$ cat config.mk
export PLATFORM = sky130hd
export DESIGN_NAME = ins_analyser_decode
export DESIGN_NICKNAME = d
export VERILOG_FILES = /design/src/rtl/cpu_isa_pkg.sv /design/src/rtl/ins_analyser_decode.sv
export SDC_FILE = /design/constraint.sdc
export NUM_CORES = 1
export LEC_CHECK = 0
export ABC_AREA = 1
export CORE_ASPECT_RATIO = 0.5
export CORE_MARGIN = 2
export CORE_UTILIZATION = 25
export CTS_CLUSTER_SIZE = 24
export DETAILED_ROUTE_END_ITERATION = 6
export GPL_ROUTABILITY_DRIVEN = 0
export PLACE_DENSITY_LB_ADDON = 0.12
export SLEW_MARGIN = 10
export SYNTH_ARGS = -nofsm -noshare
export SYNTH_HDL_FRONTEND = slang
export SYNTH_SLANG_ARGS = --single-unit
$ cat constraint.sdc
create_clock -name clk -period 1 [get_ports clk]
set_input_delay 0.25 -clock clk [delete_from_list [all_inputs] [get_ports clk]]
set_output_delay 0.25 -clock clk [all_outputs]
set_load 0.02 [all_outputs]
$ cat src/rtl/cpu_isa_pkg.sv
// Shared ISA definitions: opcode constants, instruction field positions,
// the registered decode record and the opcode classification function.
package cpu_isa_pkg;

    localparam logic [5:0] OP_RTYPE = 6'h00;
    localparam logic [5:0] OP_J     = 6'h02;
    localparam logic [5:0] OP_JAL   = 6'h03;
    localparam logic [5:0] OP_BEQ   = 6'h04;
    localparam logic [5:0] OP_BNE   = 6'h05;
    localparam logic [5:0] OP_BLEZ  = 6'h06;
    localparam logic [5:0] OP_BGTZ  = 6'h07;
    localparam logic [5:0] OP_ADDI  = 6'h08;
    localparam logic [5:0] OP_ADDIU = 6'h09;
    localparam logic [5:0] OP_SLTI  = 6'h0A;
    localparam logic [5:0] OP_SLTIU = 6'h0B;
    localparam logic [5:0] OP_ANDI  = 6'h0C;
    localparam logic [5:0] OP_ORI   = 6'h0D;
    localparam logic [5:0] OP_XORI  = 6'h0E;
    localparam logic [5:0] OP_LUI   = 6'h0F;
    localparam logic [5:0] OP_LB    = 6'h20;
    localparam logic [5:0] OP_LH    = 6'h21;
    localparam logic [5:0] OP_LW    = 6'h23;
    localparam logic [5:0] OP_LBU   = 6'h24;
    localparam logic [5:0] OP_LHU   = 6'h25;
    localparam logic [5:0] OP_SB    = 6'h28;
    localparam logic [5:0] OP_SH    = 6'h29;
    localparam logic [5:0] OP_SW    = 6'h2B;

    localparam int OPCODE_MSB = 31;
    localparam int OPCODE_LSB = 26;
    localparam int RS_MSB     = 25;
    localparam int RS_LSB     = 21;
    localparam int RT_MSB     = 20;
    localparam int RT_LSB     = 16;

    typedef struct packed {
        logic [5:0] opcode;
        logic [4:0] rs;
        logic [4:0] rt;
        logic       is_branch;
        logic       is_load;
        logic       is_store;
        logic       is_alu_r;
        logic       is_alu_imm;
    } dec_t;

    // Fields are always extracted; the classes are mutually exclusive by
    // construction, since each opcode lands in at most one case arm.
    function automatic dec_t classify(input logic [31:0] ir);
        dec_t d;
        d            = '0;
        d.opcode     = ir[OPCODE_MSB:OPCODE_LSB];
        d.rs         = ir[RS_MSB:RS_LSB];
        d.rt         = ir[RT_MSB:RT_LSB];
        case (d.opcode)
            OP_RTYPE:                          d.is_alu_r   = (ir != 32'h0);
            OP_BEQ, OP_BNE, OP_BLEZ, OP_BGTZ:  d.is_branch  = 1'b1;
            OP_ADDI, OP_ADDIU, OP_SLTI, OP_SLTIU,
            OP_ANDI, OP_ORI, OP_XORI, OP_LUI:  d.is_alu_imm = 1'b1;
            OP_LB, OP_LH, OP_LW, OP_LBU, OP_LHU: d.is_load  = 1'b1;
            OP_SB, OP_SH, OP_SW:               d.is_store   = 1'b1;
            default:                           ;
        endcase
        return d;
    endfunction

endpackage

$ cat src/rtl/ins_analyser_decode.sv
// Instruction pre-decoder: registered opcode/rs/rt fields and one-hot-or-zero class flags.
// Latency: one cycle (IR at edge N decoded during cycle N+1).
// Backpressure: none; a new IR is accepted every cycle.
module ins_analyser_decode
    import cpu_isa_pkg::*;
(
    input  logic        clk,
    input  logic        rst,
    input  logic [31:0] IR,
    output logic [5:0]  opcode,
    output logic [4:0]  rs,
    output logic [4:0]  rt,
    output logic        isBranch,
    output logic        isLoad,
    output logic        isStore,
    output logic        isALUR,
    output logic        isALUImm
);

    dec_t dec_d;
    dec_t dec_q;

    always_comb begin
        dec_d = classify(IR);
        assert ($onehot0({dec_d.is_branch, dec_d.is_load, dec_d.is_store,
                          dec_d.is_alu_r, dec_d.is_alu_imm}))
            else $error("decode class flags not mutually exclusive");
    end

    // Reset forces a NOP decode regardless of IR.
    always_ff @(posedge clk) begin
        if (rst) begin
            dec_q <= '0;
        end else begin
            dec_q <= dec_d;
        end
    end

    assign opcode   = dec_q.opcode;
    assign rs       = dec_q.rs;
    assign rt       = dec_q.rt;
    assign isBranch = dec_q.is_branch;
    assign isLoad   = dec_q.is_load;
    assign isStore  = dec_q.is_store;
    assign isALUR   = dec_q.is_alu_r;
    assign isALUImm = dec_q.is_alu_imm;

endmodule

==> qor.yml, run 1 <==
run_status:
  status: "finished, final reports clean"
synth:
  synth.area.top_cells: "dfxtp_1 58%, nor2_1 17%, inv_1 9.3%"
  synth_edf_count: 0
  syn-cell-area_um2: 724
  synth_xor_xnor_area_share_pct: 0
  synth_nets: 127
  ys_seq_elements: 21
  synth_mux_area_share_pct: 0
  yosys-top-cells-count: "33 x nor2_1, 21 x dfxtp_1, 18 x inv_1, 11 x nand2_1"
  synthSimpleGateAreaFrac_pct: 29.0
  synth_warnings: 0
  synth_top_family_by_area: "simple AND/OR/NAND/NOR gates"
  dominantRegCellSynth: "dfxtp_1"
  synth_top_cell_area_share_pct: 58.0
  synth_fa_ha_area_share_pct: 0
  netlist_instances: 93
  ys_seq_area_share_pct: 58.0
  ys_types: 12
  synth_compound_gate_area_share_pct: 1.38
  async_flop_share_pct: 0
  synth_top_area_cell: "dfxtp_1"
  avgSynthCellArea_um2: 7.79
  yosysMostFrequentCell: "nor2_1"
finish:
  drive_gt1_share_pct: 23.4
  fill_cells: 271
  fin_area_um2: 1370
  area_growth_pct: 88.4
  nets: 193
  antenna_cells: 0
min_path:
  hp-class: "in -> reg"
sta:
  period_share_pct: 96.0
  slew_violations: 0
  relSlewSlack_pct: 86.3
  worst_pin_slew_ps: 204
  fin_ws_ps: 40.2
  setup_viol: 0
  hold_violations: 0
  fin_crit_ps: 960
  fmax_ghz: 1.04
  rsz0062_at_grt: "true"
detailed_routing:
  drt-initial-drc-count: 7
  num_vias: 722
  drt_wl_total_um: 1660
  ant_nets: 0
  wl_per_cell_um: 8.52
  routed_via_density: 3.70
  first_pass_iters: 2
  drc: 0
floorplan:
  start_util_pct: 27.2
  rows: 13
  boundaryPins: 55
  die-area_um2: 3370
  dieWidth_um: 80.1
  die_h_um: 42.1
  core-area_um2: 2670
worst_setup_path:
  cpMaxStageDelayCell: "dfxtp_1"
  worstSetupEndpointType: "output pin"
  path_delay_family: "flip-flops"
  path_cells: "buf_2"
  max_stage_delay_ps: 310
  cp.required_ps: 750
  worst-path-max-fanout: 1
  cp_num_buf_inv: 1
  arrival_ps: 710
  critPathKind: "reg -> out"
  crit_path_start_kind: "flop"
power_and_ir_drop:
  power.density_nw_per_um2: 1270
  leakage_nw: 0.781
  peakVddDrop_v: 0.000518
global_routing:
  antenna_found_initial: 0
  grt_pass1_wl_um: 2720
  grt-ovfl-total: 0
  grt_max_degree: 16
  grt_pass1_vias: 646
  grt_use_total_pct: 10.6
clock_tree:
  root_buffer: "clkbuf_8"
  cts-buffers-inserted: 3
  clockBufferDepth: 2
  clkTransAtPathRegs_ps: 70
  cts.sinks: 21
  holdBufCountCts: 0
  cts_tree: "built"
  h-tree-depth: 1
placed_design:
  placed_cell_area_um2: 1360
  hpwl_um: 1340
  port_buffers: 54
  post-place-ws_ps: -275
run:
  max-cap-violations: 0
-- worst min-delay path: stages --
cell	delay (ps)
dlymetal6s2s_1	100
inv_1	40
nor2_1	60
-- cell families (layout without fill, tap and decap cells) --
| kind of cell | Yosys count | in the layout |
|---|---|---|
| AO/OA/AOI/OAI | 2 | 2 |
| buffers and inverters | 20 | 85 |
| flip-flops | 21 | 21 |
| AND/OR/NAND/NOR | 50 | 50 |
-- routing by layer --
layer	vias up	global-route usage [%]	part of all wire [%]
li1	398	-	-
met2	27	16.2	46
met4	0	4.07	1.1
met5	-	0	0
met1	295	13.2	44
met3	2	4.53	8.0
-- area by class of cell --
class / count / area (um2) / share of cell area, %
Timing Repair Buffer: 63 / 558 / 40.9
Clock buffer: 4 / 45.0 / 3.30
Inverter: 18 / 67.6 / 4.95
Multi-Input combinational cell: 52 / 226 / 16.6
Sequential cell: 21 / 422 / 30.9
Tap cell: 37 / 46.3 / 3.39
-- cells in the final DEF, fill, tap and decap left out, drive strengths merged --
cell type,Yosys,routed
a21oi,1,1
nor2,33,33
nand4,1,1
nand2,11,11
clkbuf,0,4
nor3,2,2
dlymetal6s2s,0,14
nor4,2,2
dfxtp,21,21
or2,1,1
clkdlybuf4s50,0,19
buf,2,30
inv,18,18
o21ai,1,1
-- worst paths after layout --
| path | from | endpoint | slack [ps] | cells past startpoint |
|---|---|---|---|---|
| min | IR[16] | rt[0] | 240 | 3 |
| max | rt[4] | rt[4] | 40 | 1 |
-- state kept, by name, summed over array words and instances, names as in the netlist --
| signal | flops |
|---|---|
| rs | 5 |
| isLoad | 1 |
| isBranch | 1 |
| isALUImm | 1 |
| isStore | 1 |
| opcode | 6 |
| isALUR | 1 |
| rt | 5 |
-- power breakdown --
group          switching [mW]  internal [mW]
registers             0.00804          0.874
clock network           0.242          0.283
logic                   0.139          0.182
-- per-stage QoR --
stage	power [mW]	instances	setup TNS (ps)	hold slack, ps	util [%]
2_1_floorplan	1.02	93	0	320	-
3_3_place_gp	1.26	191	-7550	798	51.1
3_5_place_dp	1.26	191	-7510	804	51.1
4_1_cts	1.75	195	0	535	48.8
5_1_grt	1.83	195	-29.8	246	51.2
6_report	1.73	195	0	239	51.2
-- what timing repair did --
| item | CTS | global route |
|---|---|---|
| gates cloned | 0 | 0 |
| setup buffers | 0 | 0 |
| hold endpoints to repair | 0 | 0 |
| endpoints found under the setup margin | 22 | 22 |
| pin swaps | 1 | 13 |
| resized for setup | 84 | 24 |
Power figures use the tool's default switching activity.
==> run 2, diff against run 1 <==
--- a/config.mk
+++ b/config.mk
@@ -6,9 +6,11 @@
 export NUM_CORES = 1
 export LEC_CHECK = 0
 export ABC_AREA = 1
+export CELL_PAD_IN_SITES_DETAIL_PLACEMENT = 1
+export CELL_PAD_IN_SITES_GLOBAL_PLACEMENT = 1
 export CORE_ASPECT_RATIO = 0.5
 export CORE_MARGIN = 2
-export CORE_UTILIZATION = 25
+export CORE_UTILIZATION = 21
 export CTS_CLUSTER_SIZE = 24
 export DETAILED_ROUTE_END_ITERATION = 6
 export GPL_ROUTABILITY_DRIVEN = 0
==> qor.yml, run 2 (synthesis results as in run 1) <==
run_status:
  status: "finished, final reports clean"  # unchanged
worst_setup_path:
  path_cells: "buf_4"  # was buf_2
  critPathKind: "reg -> out"  # unchanged
  worstSetupEndpointType: "output pin"  # unchanged
  cpMaxStageDelayCell: "dfxtp_1"  # unchanged
  cp_num_buf_inv: 1  # unchanged
  max_stage_delay_ps: 310  # about the same
  worst-path-max-fanout: 1  # unchanged
  cp.required_ps: 750  # about the same
  path_delay_family: "flip-flops"  # unchanged
  arrival_ps: 720  # was 710 ps
  crit_path_start_kind: "flop"  # unchanged
clock_tree:
  holdBufCountCts: 0  # unchanged
  h-tree-depth: 1  # unchanged
  clkTransAtPathRegs_ps: 80  # was 70 ps
  root_buffer: "clkbuf_8"  # unchanged
  cts.sinks: 21  # unchanged
  cts-buffers-inserted: 3  # unchanged
  cts_tree: "built"  # unchanged
  clockBufferDepth: 2  # unchanged
detailed_routing:
  drt-initial-drc-count: 1  # was 7
  drt_wl_total_um: 1920  # was 1660 um
  drc: 0  # unchanged
  num_vias: 762  # was 722
  first_pass_iters: 2  # unchanged
  ant_nets: 0  # unchanged
  routed_via_density: 3.77  # was 3.70
  wl_per_cell_um: 9.52  # was 8.52 um
floorplan:
  core-area_um2: 3360  # was 2670 um2
  rows: 15  # was 13
  boundaryPins: 55  # unchanged
  start_util_pct: 21.6  # was 27.2%
  die_h_um: 45.5  # was 42.1 um
  dieWidth_um: 87.1  # was 80.1 um
  die-area_um2: 3960  # was 3370 um2
sta:
  hold_violations: 0  # unchanged
  fmax_ghz: 1.04  # about the same
  period_share_pct: 96.6  # was 96.0%
  rsz0062_at_grt: "true"  # unchanged
  slew_violations: 0  # unchanged
  worst_pin_slew_ps: 222  # was 204 ps
  setup_viol: 0  # unchanged
  relSlewSlack_pct: 85.1  # was 86.3%
  fin_crit_ps: 966  # was 960 ps
finish:
  multi_input_area_um2: 229  # was 226 um2
  finalNonFillerCells: 202  # was 195
  antenna_cells: 0  # unchanged
  nets: 195  # was 193
  drive_gt1_share_pct: 27.5  # was 23.4%
  final_cell_mix: "32 x nor2_1, 23 x clkdlybuf4s50_1, 22 x buf_4"  # was 33 x nor2_1, 20 x dfxtp_1, 19 x clkdlybuf4s50_1
  fin_area_um2: 1430  # was 1370 um2
  largest_reg_flops: 6  # unchanged
  register_area_um2: 425  # was 422 um2
  layout_commonest_cell: "nor2_1"  # unchanged
  fill_cells: 413  # was 271
  post-route-util_pct: 42.5  # was 51.2%
  area_growth_pct: 97.1  # was 88.4%
global_routing:
  grt_pass1_vias: 678  # was 646
  grt_pass1_wl_um: 2900  # was 2720 um
  grt_use_total_pct: 9.85  # was 10.6%
  antenna_found_initial: 0  # unchanged
  grt-ovfl-total: 0  # unchanged
  grt_max_degree: 14  # was 16
placed_design:
  port_buffers: 54  # unchanged
  dp_cells: 198  # was 191
  hpwl_um: 1660  # was 1340 um
  placed_cell_area_um2: 1380  # was 1360 um2
run:
  max-cap-violations: 0  # unchanged
min_path:
  min_from: "IR[16]"  # unchanged
  hp-class: "in -> reg"  # unchanged
  min_path_cells: 3  # unchanged
  hold_end: "rt[0]"  # unchanged
power_and_ir_drop:
  peakVddDrop_v: 0.000423  # was 0.000518 V
  power.density_nw_per_um2: 1260  # was 1270 nW/um2
  leakage_nw: 0.752  # was 0.781 nW
run 2: changes by cell type in the layout (fill, tap and decap cells not counted), sizes merged:
cell / change
clkinvlp: +1
dlymetal6s2s: -5
dlygate4sd2: +1
buf: +2
clkbuf: -1
clkdlybuf4s50: +4
run 2: worst max path at each step:
stage | from | end | slack, ps | cells after the start
final | rs[4] | rs[4] | 30 | 1
after global routing | IR[31] | isBranch | -30 | 4
after CTS | opcode[4] | opcode[4] | 0.8 | 1
after detailed placement | rst | isLoad | -300 | 3
after global placement | IR[23] | isALUR | -270 | 7
after floorplan | IR[2] | isALUR | 180 | 5
run 2: stage by stage:
step | setup TNS, ps | total power, mW | setup WS, ps | hold slack (ps)
after floorplan | 0 | 1.02 | 177 | 320
after global placement | -6530 | 1.27 | -274 | 803
after detailed placement | -7360 | 1.27 | -305 | 816
after CTS | 0 | 1.80 | 0.798 | 519
after global routing | -34.5 | 1.88 | -30.4 | 244
final | 0 | 1.79 | 34.3 | 233
run 2: cell type report:
| type | count | area share [%] |
|---|---|---|
| clock buffer | 3 | 2.89 |
| tap | 42 | 3.68 |
| multi-input combinational | 52 | 16.0 |
| clock inverter | 1 | 0.526 |
| inverter | 18 | 4.73 |
| sequential | 21 | 29.8 |
| timing repair buffer | 65 | 42.3 |
run 2: metal layers:
metal / up-vias / GRT usage (%) / part of all wire (%)
met5: - / 0 / 0
met4: 0 / 1.88 / 0.99
met3: 2 / 4.35 / 6.9
met2: 28 / 18.3 / 51
met1: 328 / 10.7 / 41
li1: 404 / - / -
run 2: what timing repair did:
action / in CTS / in global routing
resized for setup: 87 / 36
pin swaps: 0 / 11
buffers inserted: 0 / 0
setup endpoints to repair: 24 / 20
run 2: power breakdown:
group          total [mW]  internal [mW]  switching (mW)  leakage (nW)
Sequential          0.886          0.875          0.0114         0.175
Clock               0.559          0.281           0.278        0.0217
Combinational       0.348          0.205           0.144         0.555
==> run 3, diff against run 2 <==
--- a/config.mk
+++ b/config.mk
@@ -13,7 +13,6 @@
 export CORE_UTILIZATION = 21
 export CTS_CLUSTER_SIZE = 24
 export DETAILED_ROUTE_END_ITERATION = 6
-export GPL_ROUTABILITY_DRIVEN = 0
 export PLACE_DENSITY_LB_ADDON = 0.12
 export SLEW_MARGIN = 10
 export SYNTH_ARGS = -nofsm -noshare
==> results of run 3 <==
Final layout, timing and power as in run 2 (identical DEF).
